[config.mk]
export PLATFORM = sky130hd
export DESIGN_NAME = mole_sequencer
export DESIGN_NICKNAME = d
export VERILOG_FILES = /design/src/rtl/mole_sequencer.sv
export SDC_FILE = /design/constraint.sdc
export NUM_CORES = 1
export LEC_CHECK = 0
export ABC_AREA = 1
export CAP_MARGIN = 20
export CORE_UTILIZATION = 30
export CTS_CLUSTER_DIAMETER = 50
export DETAILED_ROUTE_END_ITERATION = 8
export GPL_ROUTABILITY_DRIVEN = 0
export HOLD_SLACK_MARGIN = 0.03
export PLACE_DENSITY = 0.53
export SYNTH_ARGS = -nofsm -noshare
export SYNTH_HDL_FRONTEND = slang
export SYNTH_SLANG_ARGS = --single-unit
[constraint.sdc]
create_clock -name clk -period 3 [get_ports clk]
set_input_delay 0.9 -clock clk [delete_from_list [all_inputs] [get_ports clk]]
set_output_delay 0.9 -clock clk [all_outputs]
set_load 0.005 [all_outputs]
[src/rtl/mole_sequencer.sv]
// mole_sequencer
// Decides which hole shows a mole, how long it stays up, and whether each
// appearance ends in a hit or a miss. The game pace comes from a tick
// prescaler. Each correct whack shortens the mole dwell time, down to a
// floor. A pause level freezes the whole game, including the LFSR.
//
// Ports:
//   clk        in   system clock
//   reset      in   synchronous, active-high
//   start      in   start pulse, honoured only in IDLE or OVER
//   pause      in   level; freezes timers, LFSR, state and hit detection
//   hit_valid  in   one-cycle whack strobe
//   hit_pos    in   [2:0] hole whacked, 1..5
//   mole_pos   out  [2:0] 0 = no mole, 1..5 = hole showing the mole
//   hit_ok     out  one-cycle pulse on a correct whack
//   miss       out  one-cycle pulse when a mole expires unwhacked
//   miss_count out  [1:0] misses this game
//   game_over  out  high while in OVER
module mole_sequencer #(
  parameter int unsigned TICK_DIV   = 1_000_000,
  parameter int unsigned DWELL_INIT = 100,
  parameter int unsigned DWELL_MIN  = 30,
  parameter int unsigned DWELL_STEP = 5,
  parameter int unsigned GAP_TICKS  = 20,
  parameter int unsigned MAX_MISSES = 3
) (
  input  logic       clk,
  input  logic       reset,
  input  logic       start,
  input  logic       pause,
  input  logic       hit_valid,
  input  logic [2:0] hit_pos,
  output logic [2:0] mole_pos,
  output logic       hit_ok,
  output logic       miss,
  output logic [1:0] miss_count,
  output logic       game_over
);

  typedef enum logic [1:0] {
    IDLE = 2'd0,
    GAP  = 2'd1,
    SHOW = 2'd2,
    OVER = 2'd3
  } state_t;

  localparam logic [19:0] TICK_LAST    = 20'(TICK_DIV - 1);
  localparam logic [7:0]  DWELL_INIT_V = 8'(DWELL_INIT);
  localparam logic [7:0]  DWELL_MIN_V  = 8'(DWELL_MIN);
  localparam logic [7:0]  DWELL_STEP_V = 8'(DWELL_STEP);
  // Smallest dwell that can still take a full step without going below the floor
  localparam logic [8:0]  DWELL_FLOOR  = 9'(DWELL_MIN + DWELL_STEP);
  localparam logic [7:0]  GAP_V        = 8'(GAP_TICKS);
  localparam logic [1:0]  MAX_MISS_V   = 2'(MAX_MISSES);

  state_t      state, state_n;
  logic [19:0] presc, presc_n;
  logic [7:0]  timer, timer_n;
  logic [7:0]  dwell, dwell_n;
  logic [7:0]  lfsr, lfsr_n;
  logic [2:0]  last_pos, last_pos_n;
  logic [2:0]  mole_pos_n;
  logic        hit_ok_n, miss_n, game_over_n;
  logic [1:0]  miss_count_n, miss_inc;
  logic [2:0]  cand, pick;
  logic        tick, expire, good_hit;
  logic        go_gap, go_show, go_over;

  // Next-state and output logic. Every register's next value is computed here.
  // Pause leaves all defaults in place, so the whole game holds still.
  always_comb begin
    state_n      = state;
    presc_n      = presc;
    timer_n      = timer;
    dwell_n      = dwell;
    lfsr_n       = lfsr;
    last_pos_n   = last_pos;
    mole_pos_n   = mole_pos;
    hit_ok_n     = 1'b0;
    miss_n       = 1'b0;
    miss_count_n = miss_count;
    game_over_n  = game_over;
    go_gap       = 1'b0;
    go_show      = 1'b0;
    go_over      = 1'b0;

    tick     = (presc == TICK_LAST);
    expire   = tick && (timer == 8'd1);
    good_hit = hit_valid && (hit_pos == mole_pos);
    miss_inc = miss_count + 2'd1;

    // (r mod 5) + 1 for a 3-bit r.
    // On a repeat of the last hole, move to the next hole and wrap 5 to 1.
    cand = (lfsr[2:0] >= 3'd5) ? (lfsr[2:0] - 3'd4) : (lfsr[2:0] + 3'd1);
    pick = (cand != last_pos) ? cand : ((cand == 3'd5) ? 3'd1 : cand + 3'd1);

    if (!pause) begin
      lfsr_n  = {lfsr[6:0], lfsr[7] ^ lfsr[5] ^ lfsr[4] ^ lfsr[3]};
      presc_n = tick ? 20'd0 : presc + 20'd1;
      if (tick && (timer != 8'd0)) begin
        timer_n = timer - 8'd1;
      end

      case (state)
        IDLE, OVER: begin
          if (start) begin
            miss_count_n = 2'd0;
            dwell_n      = DWELL_INIT_V;
            go_gap       = 1'b1;
          end
        end
        GAP: begin
          if (expire) begin
            go_show = 1'b1;
          end
        end
        SHOW: begin
          // A correct hit on the expiry cycle takes priority over the miss
          if (good_hit) begin
            hit_ok_n = 1'b1;
            dwell_n  = ({1'b0, dwell} >= DWELL_FLOOR) ? (dwell - DWELL_STEP_V) : DWELL_MIN_V;
            go_gap   = 1'b1;
          end else if (expire) begin
            miss_n       = 1'b1;
            miss_count_n = miss_inc;
            if (miss_inc == MAX_MISS_V) begin
              go_over = 1'b1;
            end else begin
              go_gap = 1'b1;
            end
          end
        end
        default: begin
        end
      endcase

      // Every state entry restarts the prescaler so each phase gets whole ticks
      if (go_gap) begin
        state_n     = GAP;
        presc_n     = 20'd0;
        timer_n     = GAP_V;
        mole_pos_n  = 3'd0;
        game_over_n = 1'b0;
      end
      if (go_show) begin
        state_n    = SHOW;
        presc_n    = 20'd0;
        timer_n    = dwell;
        mole_pos_n = pick;
        last_pos_n = pick;
      end
      if (go_over) begin
        state_n     = OVER;
        presc_n     = 20'd0;
        mole_pos_n  = 3'd0;
        game_over_n = 1'b1;
      end
    end
  end

  // State and output registers
  always_ff @(posedge clk) begin
    if (reset) begin
      state      <= IDLE;
      presc      <= 20'd0;
      timer      <= 8'd0;
      dwell      <= DWELL_INIT_V;
      lfsr       <= 8'h01;
      last_pos   <= 3'd0;
      mole_pos   <= 3'd0;
      hit_ok     <= 1'b0;
      miss       <= 1'b0;
      miss_count <= 2'd0;
      game_over  <= 1'b0;
    end else begin
      state      <= state_n;
      presc      <= presc_n;
      timer      <= timer_n;
      dwell      <= dwell_n;
      lfsr       <= lfsr_n;
      last_pos   <= last_pos_n;
      mole_pos   <= mole_pos_n;
      hit_ok     <= hit_ok_n;
      miss       <= miss_n;
      miss_count <= miss_count_n;
      game_over  <= game_over_n;
    end
  end

endmodule
# Word level (Yosys, flattened, before mapping)
# Index checks and enable logic that the tools add are counted.
word_totals:
  ff_bits: 57
  inputBits: 8
  output_inout_bits: 8
  wordCells: 97
classes:
  n_addsub: 7
  n_lt_le_gt_ge: 2
  n_eq_ne: 13
  muxes: 41
  bitwise: 5
  reduce_logical: 18
op_table:
  columns: ["op", "count"]
  rows:
  - ["two-way mux 20 bit", 4]
  - ["two-way mux 8 bit", 6]
  - ["adder 20 x 1 -> 20 bit, second input constant", 1]
  - ["== test 20 bit, second input constant", 1]
  - ["two-way mux 3 bit", 6]
  - ["two-way mux 1 bit", 16]
  - ["case mux 8 bit (2 select lines)", 1]
  - ["two-way mux 2 bit", 6]
  - ["== test 8 x 1 -> 1 bit, second input constant", 1]
  - ["greater-or-equal comparator 8 x 6 -> 1 bit, second input constant", 1]
  - ["inequality test 2 bit, second input constant", 4]
  - ["AND reduction 2 bit", 4]
  - ["nonzero test 8 bit", 1]
  - ["subtractor 8 x 1 -> 8 bit, second input constant", 1]
  - ["subtractor 8 x 3 -> 8 bit, second input constant", 1]
  - ["adder 3 x 1 -> 3 bit, second input constant", 2]
  - ["== test 2 bit, second input constant", 3]
  - ["nonzero test 3 bit", 2]
  - ["AND reduction 5 bit", 1]
  - ["case mux 2 bit (2 select lines)", 1]
  - ["AND reduction 4 bit", 1]
  - ["nonzero test 2 bit", 2]
  - ["OR reduction 4 bit", 1]
  - ["== test 3 bit", 1]
  - ["other kinds (13)", 18]

# Longest topological paths before layout
logic_depth:
  word_depth: 10
  ltp_mapped: 16
  depth_no_buf: 16

# Worst setup path before layout
# Ideal clock, no wire load.
synth_path:
  kind: "input port to flip-flop"
  from: "in hit_pos[0]"
  to: "reg presc[15]"
  setup_time_ps: 70
  t_arrival_ps: 2122
  t_required_ps: 2930
  slack_ps: 808
  path_stages: 11
  path_buffers: 1
  cell_sequence: "or2_2 -> nand4_1 -> nand2_1 -> inv_1 -> nand2_1 -> nand2_2 -> nand3_1 -> nor2_2 -> buf_6 -> nand2_1 -> a21oi_1"
synth_between:
  elab_chain_cells: 8
  elab_cells_between_ends: 11
  cone_classes: "1 x eq/ne; 9 x mux; 1 x reduce/logical"
synth_rtl:
  columns: ["element", "line", "rtl"]
  rows:
  - ["from (decl)", "32", "input logic [2:0] hit_pos,"]
  - ["== test 3 bit *", "89", "good_hit = hit_valid && (hit_pos == mole_pos);"]
  - ["logical AND 1 bit *", "89", null]
  - ["two-way mux 1 bit", "119", "if (good_hit) begin"]
  - ["case mux 1 bit (2 select lines)", "104", "case (state)"]
  - ["two-way mux 1 bit", "97", "if (!pause) begin"]
  - ["two-way mux 20 bit", "138", "if (go_gap) begin"]
  - ["two-way mux 20 bit", "145", "if (go_show) begin"]
  - ["two-way mux 20 bit *", "152", "if (go_over) begin"]
  - ["to (signal assigned)", "177", "presc <= presc_n;"]
  - ["to (decl)", "57", "logic [19:0] presc, presc_n;"]
# Mark *: on every way between the ends. The rest lies on a longest branch, timed or not. The select of a mux whose other input is x is not followed.
# A chain may end at the register's enable or synchronous reset.

# Worst setup path after layout
layout_path:
  from: "in hit_pos[0]"
  to: "reg presc[6]"
# The elaborated chain is that of the path after synthesis.

==> run_results.csv <==
group,metric,value,unit
outcome,outcome,"finished, final reports clean",
finish,fin_util,35.5,%
synthesis,synth_warnings,0,
sta,period_needed,2510,ps
detailed_routing,antenna_left,0,
finish,synthToLayoutAreaGrowth,14.8,%
sta,finalHoldViolations,0,
synthesis,postSynthCellCount,543,
global_routing,grt_use_total,15.0,%
synthesis,syn_area_per_cell,6.53,um2
clocking,cts_setup_buffers,0,
finish,diodes,0,
detailed_routing,drt_iter0_drc,167,
die,coreArea,11500,um2
synthesis,synth.cell_area,3550,um2
clocking,cts_tree,"built",
finish,final_area,4070,um2
die,dieArea,12300,um2
sta,slew_headroom,63.7,%
sta,fmax,0.398,GHz
global_routing,grt.met1_usage,20.1,%
die,die-height,111,um
power_and_ir_drop,p_leak,1.71,nW
worst_setup_path,worst_ep_arrival_time,2770,ps
clocking,cts_max_level,3,
synthesis,syn_nets,562,
sta,grt_setup_unrepaired,"no",
worst_setup_path,cp_max_fo,16,
sta,drv_slew,0,
power_and_ir_drop,power_density,487,nW/um2
clocking,cts_resized,0,
power_and_ir_drop,seqPwrFrac,40.7,%
detailed_routing,num_vias,3324,
worst_setup_path,startpoint_type,"primary input",
placed_design,place_area,3820,um2
finish,drive_gt1_share,5.89,%
worst_setup_path,worstSetupPathType,"in -> reg",
detailed_routing,wirelength,8.67,mm
global_routing,first_global_vias,3014,
power_and_ir_drop,switchingPower,0.000524,W
global_routing,antenna_found_initial,0,
finish,layout_commonest_cell,"nand2_1",
sta,fin_skew,9.92,ps
sta,tightestPinTransition,542,ps
placed_design,dp_hpwl,6.33,mm
power_and_ir_drop,worst_ir_drop_vdd,270,uV
synthesis,ys.flop_type,"dfxtp_1",
sta,finalSetupTns,0,ps
synthesis,synth_edf_count,0,
global_routing,gr-total-overflow,0,
worst_setup_path,endpoint_kind,"register",
power_and_ir_drop,p_comb_share,14.7,%
global_routing,grt_max_degree,30,
sta,fin_hold_ws,471,ps
clocking,path_clk_slew,50,ps
clocking,cts_max_path_buffers,2,
clocking,postCtsHoldBufs,0,
sta,layout_setup_ws,486,ps
power_and_ir_drop,p_int,0.00146,W
global_routing,grt_first_pass_wirelength,14.7,mm
die,std_cell_rows,39,
synthesis,ys_seq_area_share,32.2,%
global_routing,top_usage_layer,"met2",
clocking,clk_root_buffer_cell,"clkbuf_16",
die,initial_utilization,30.9,%
sta,fin_crit_sh,83.8,%
sta,setup_violations,0,
flow_run,max_cap_violations,0,
placed_design,dpl_worst_slack,169,ps
detailed_routing,firstDrtPassIters,5,
finish,nNetsFinal,577,
synthesis,ys_seq_elements,57,
global_routing,use_met2,22.4,%
synthesis,synthArstFlopShare,0,%
power_and_ir_drop,swShare,26.4,%
hold_path,hold_class,"reg -> reg",
detailed_routing,drc_errors,0,
global_routing,use_met3,4.92,%
synthesis,synth_cell_types,37,
detailed_routing,avgViaCountPerCell,4.73,
clocking,cts.sinks,57,
clocking,insertion_delay,330,ps
worst_setup_path,crit_required,3260,ps
die,fp.dieW,111,um
placed_design,io_buffers,15,
finish,layout_common_cells,"nand2_1, inv_1, nor2_1, dfxtp_1, a21oi_1",
clocking,cts_buffers,9,
detailed_routing,wl_per_cell,12.3,um
power_and_ir_drop,pwr-share-clk,44.6,%
die,io_pins,16,
## cells by family after synthesis
family	synth area share, %
fa+ha+maj	3.88
flops	32.2
compound gates	13.3
xor+xnor	6.18
simple gates	33.8
buf+inv	10.7
## sequential cells by signal (all words and copies together), names as in the netlist
register    count
timer           8
hit_ok          1
dwell           8
lfsr            8
game_over       1
miss_count      2
last_pos        3
mole_pos        3
presc          20
state           2
miss            1
## layout make-up
cell class	count	area (um2)
multi-input cells	396	2030
well taps	143	179
fillers	1212	7400
repair buffers	22	203
flip-flops and latches	57	1140
clock buffers	12	246
inverters	72	270
clock inverters	1	5.00
## power by group through the flow
stage	clock, W	sequential, W	combinational, W
after detailed placement	0	0.000821	0.000292
after global placement	0	0.000820	0.000289
after global routing	0.000955	0.000809	0.000335
after floorplan	0	0.000815	0.000232
after CTS	0.000924	0.000806	0.000294
final	0.000884	0.000806	0.000292
## per-stage QoR
| step | total power (W) | instances |
|---|---|---|
| after detailed placement | 0.00111 | 690 |
| after floorplan | 0.00105 | 543 |
| after CTS | 0.00202 | 703 |
| after global placement | 0.00111 | 690 |
| after global routing | 0.00210 | 703 |
| final | 0.00198 | 703 |
## per-layer routing
layer  part of all wire, %  vias up  routed length (um)
met4                  0.75        0                  65
met1                    51     1493                4430
met5                     0        -                   0
met2                    44       48                3800
li1                      -     1779                   -
met3                   4.4        4                 380
## worst paths after layout
kind	from	endpoint	slack, ps	depth (start not counted)
worst max-delay path	hit_pos[0]	presc[6]$_SDFFE_PP0N_	490	12
worst min-delay path	lfsr[6]$_SDFFE_PP0N_	lfsr[6]$_SDFFE_PP0N_	470	2
worst max register to register	presc[0]$_SDFFE_PP0N_	mole_pos[0]$_SDFFE_PP0P_	710	11
worst min register to register	lfsr[6]$_SDFFE_PP0N_	lfsr[6]$_SDFFE_PP0N_	470	2
## synthesized netlist by cell type, types with 2 or more instances
cell | count | area [um2]
buf_2 | 3 | 15.0
xor2_1 | 18 | 158
inv_1 | 70 | 263
clkbuf_1 | 9 | 33.8
dfxtp_1 | 57 | 1140
nand2_2 | 4 | 25.0
nor2_2 | 4 | 25.0
nand2_1 | 133 | 499
nand3_1 | 33 | 165
a21oi_1 | 40 | 200
a211oi_1 | 2 | 15.0
xnor2_1 | 7 | 61.3
nor2_1 | 63 | 236
nand4_1 | 11 | 68.8
o21ai_0 | 32 | 160
nor4_1 | 3 | 18.8
nand3b_1 | 2 | 15.0
buf_6 | 4 | 45.0
ha_1 | 11 | 138
o2111ai_1 | 2 | 17.5
o22ai_1 | 4 | 25.0
o211ai_1 | 2 | 15.0
nor3_1 | 13 | 65.1
nand3_4 | 2 | 35.0
buf_4 | 2 | 15.0
## worst max-delay path, stage by stage
cell and delay, ps:
clkdlybuf4s50_1 410, or2_2 320, nand4_1 150, nand2_1 70, inv_1 50, nand2_1 60, nand2_2 150, nand3_1 130
nor2_2 100, buf_4 230, nand2_1 80, a21oi_1 130
Note: power is estimated with default switching activity, not from simulation.
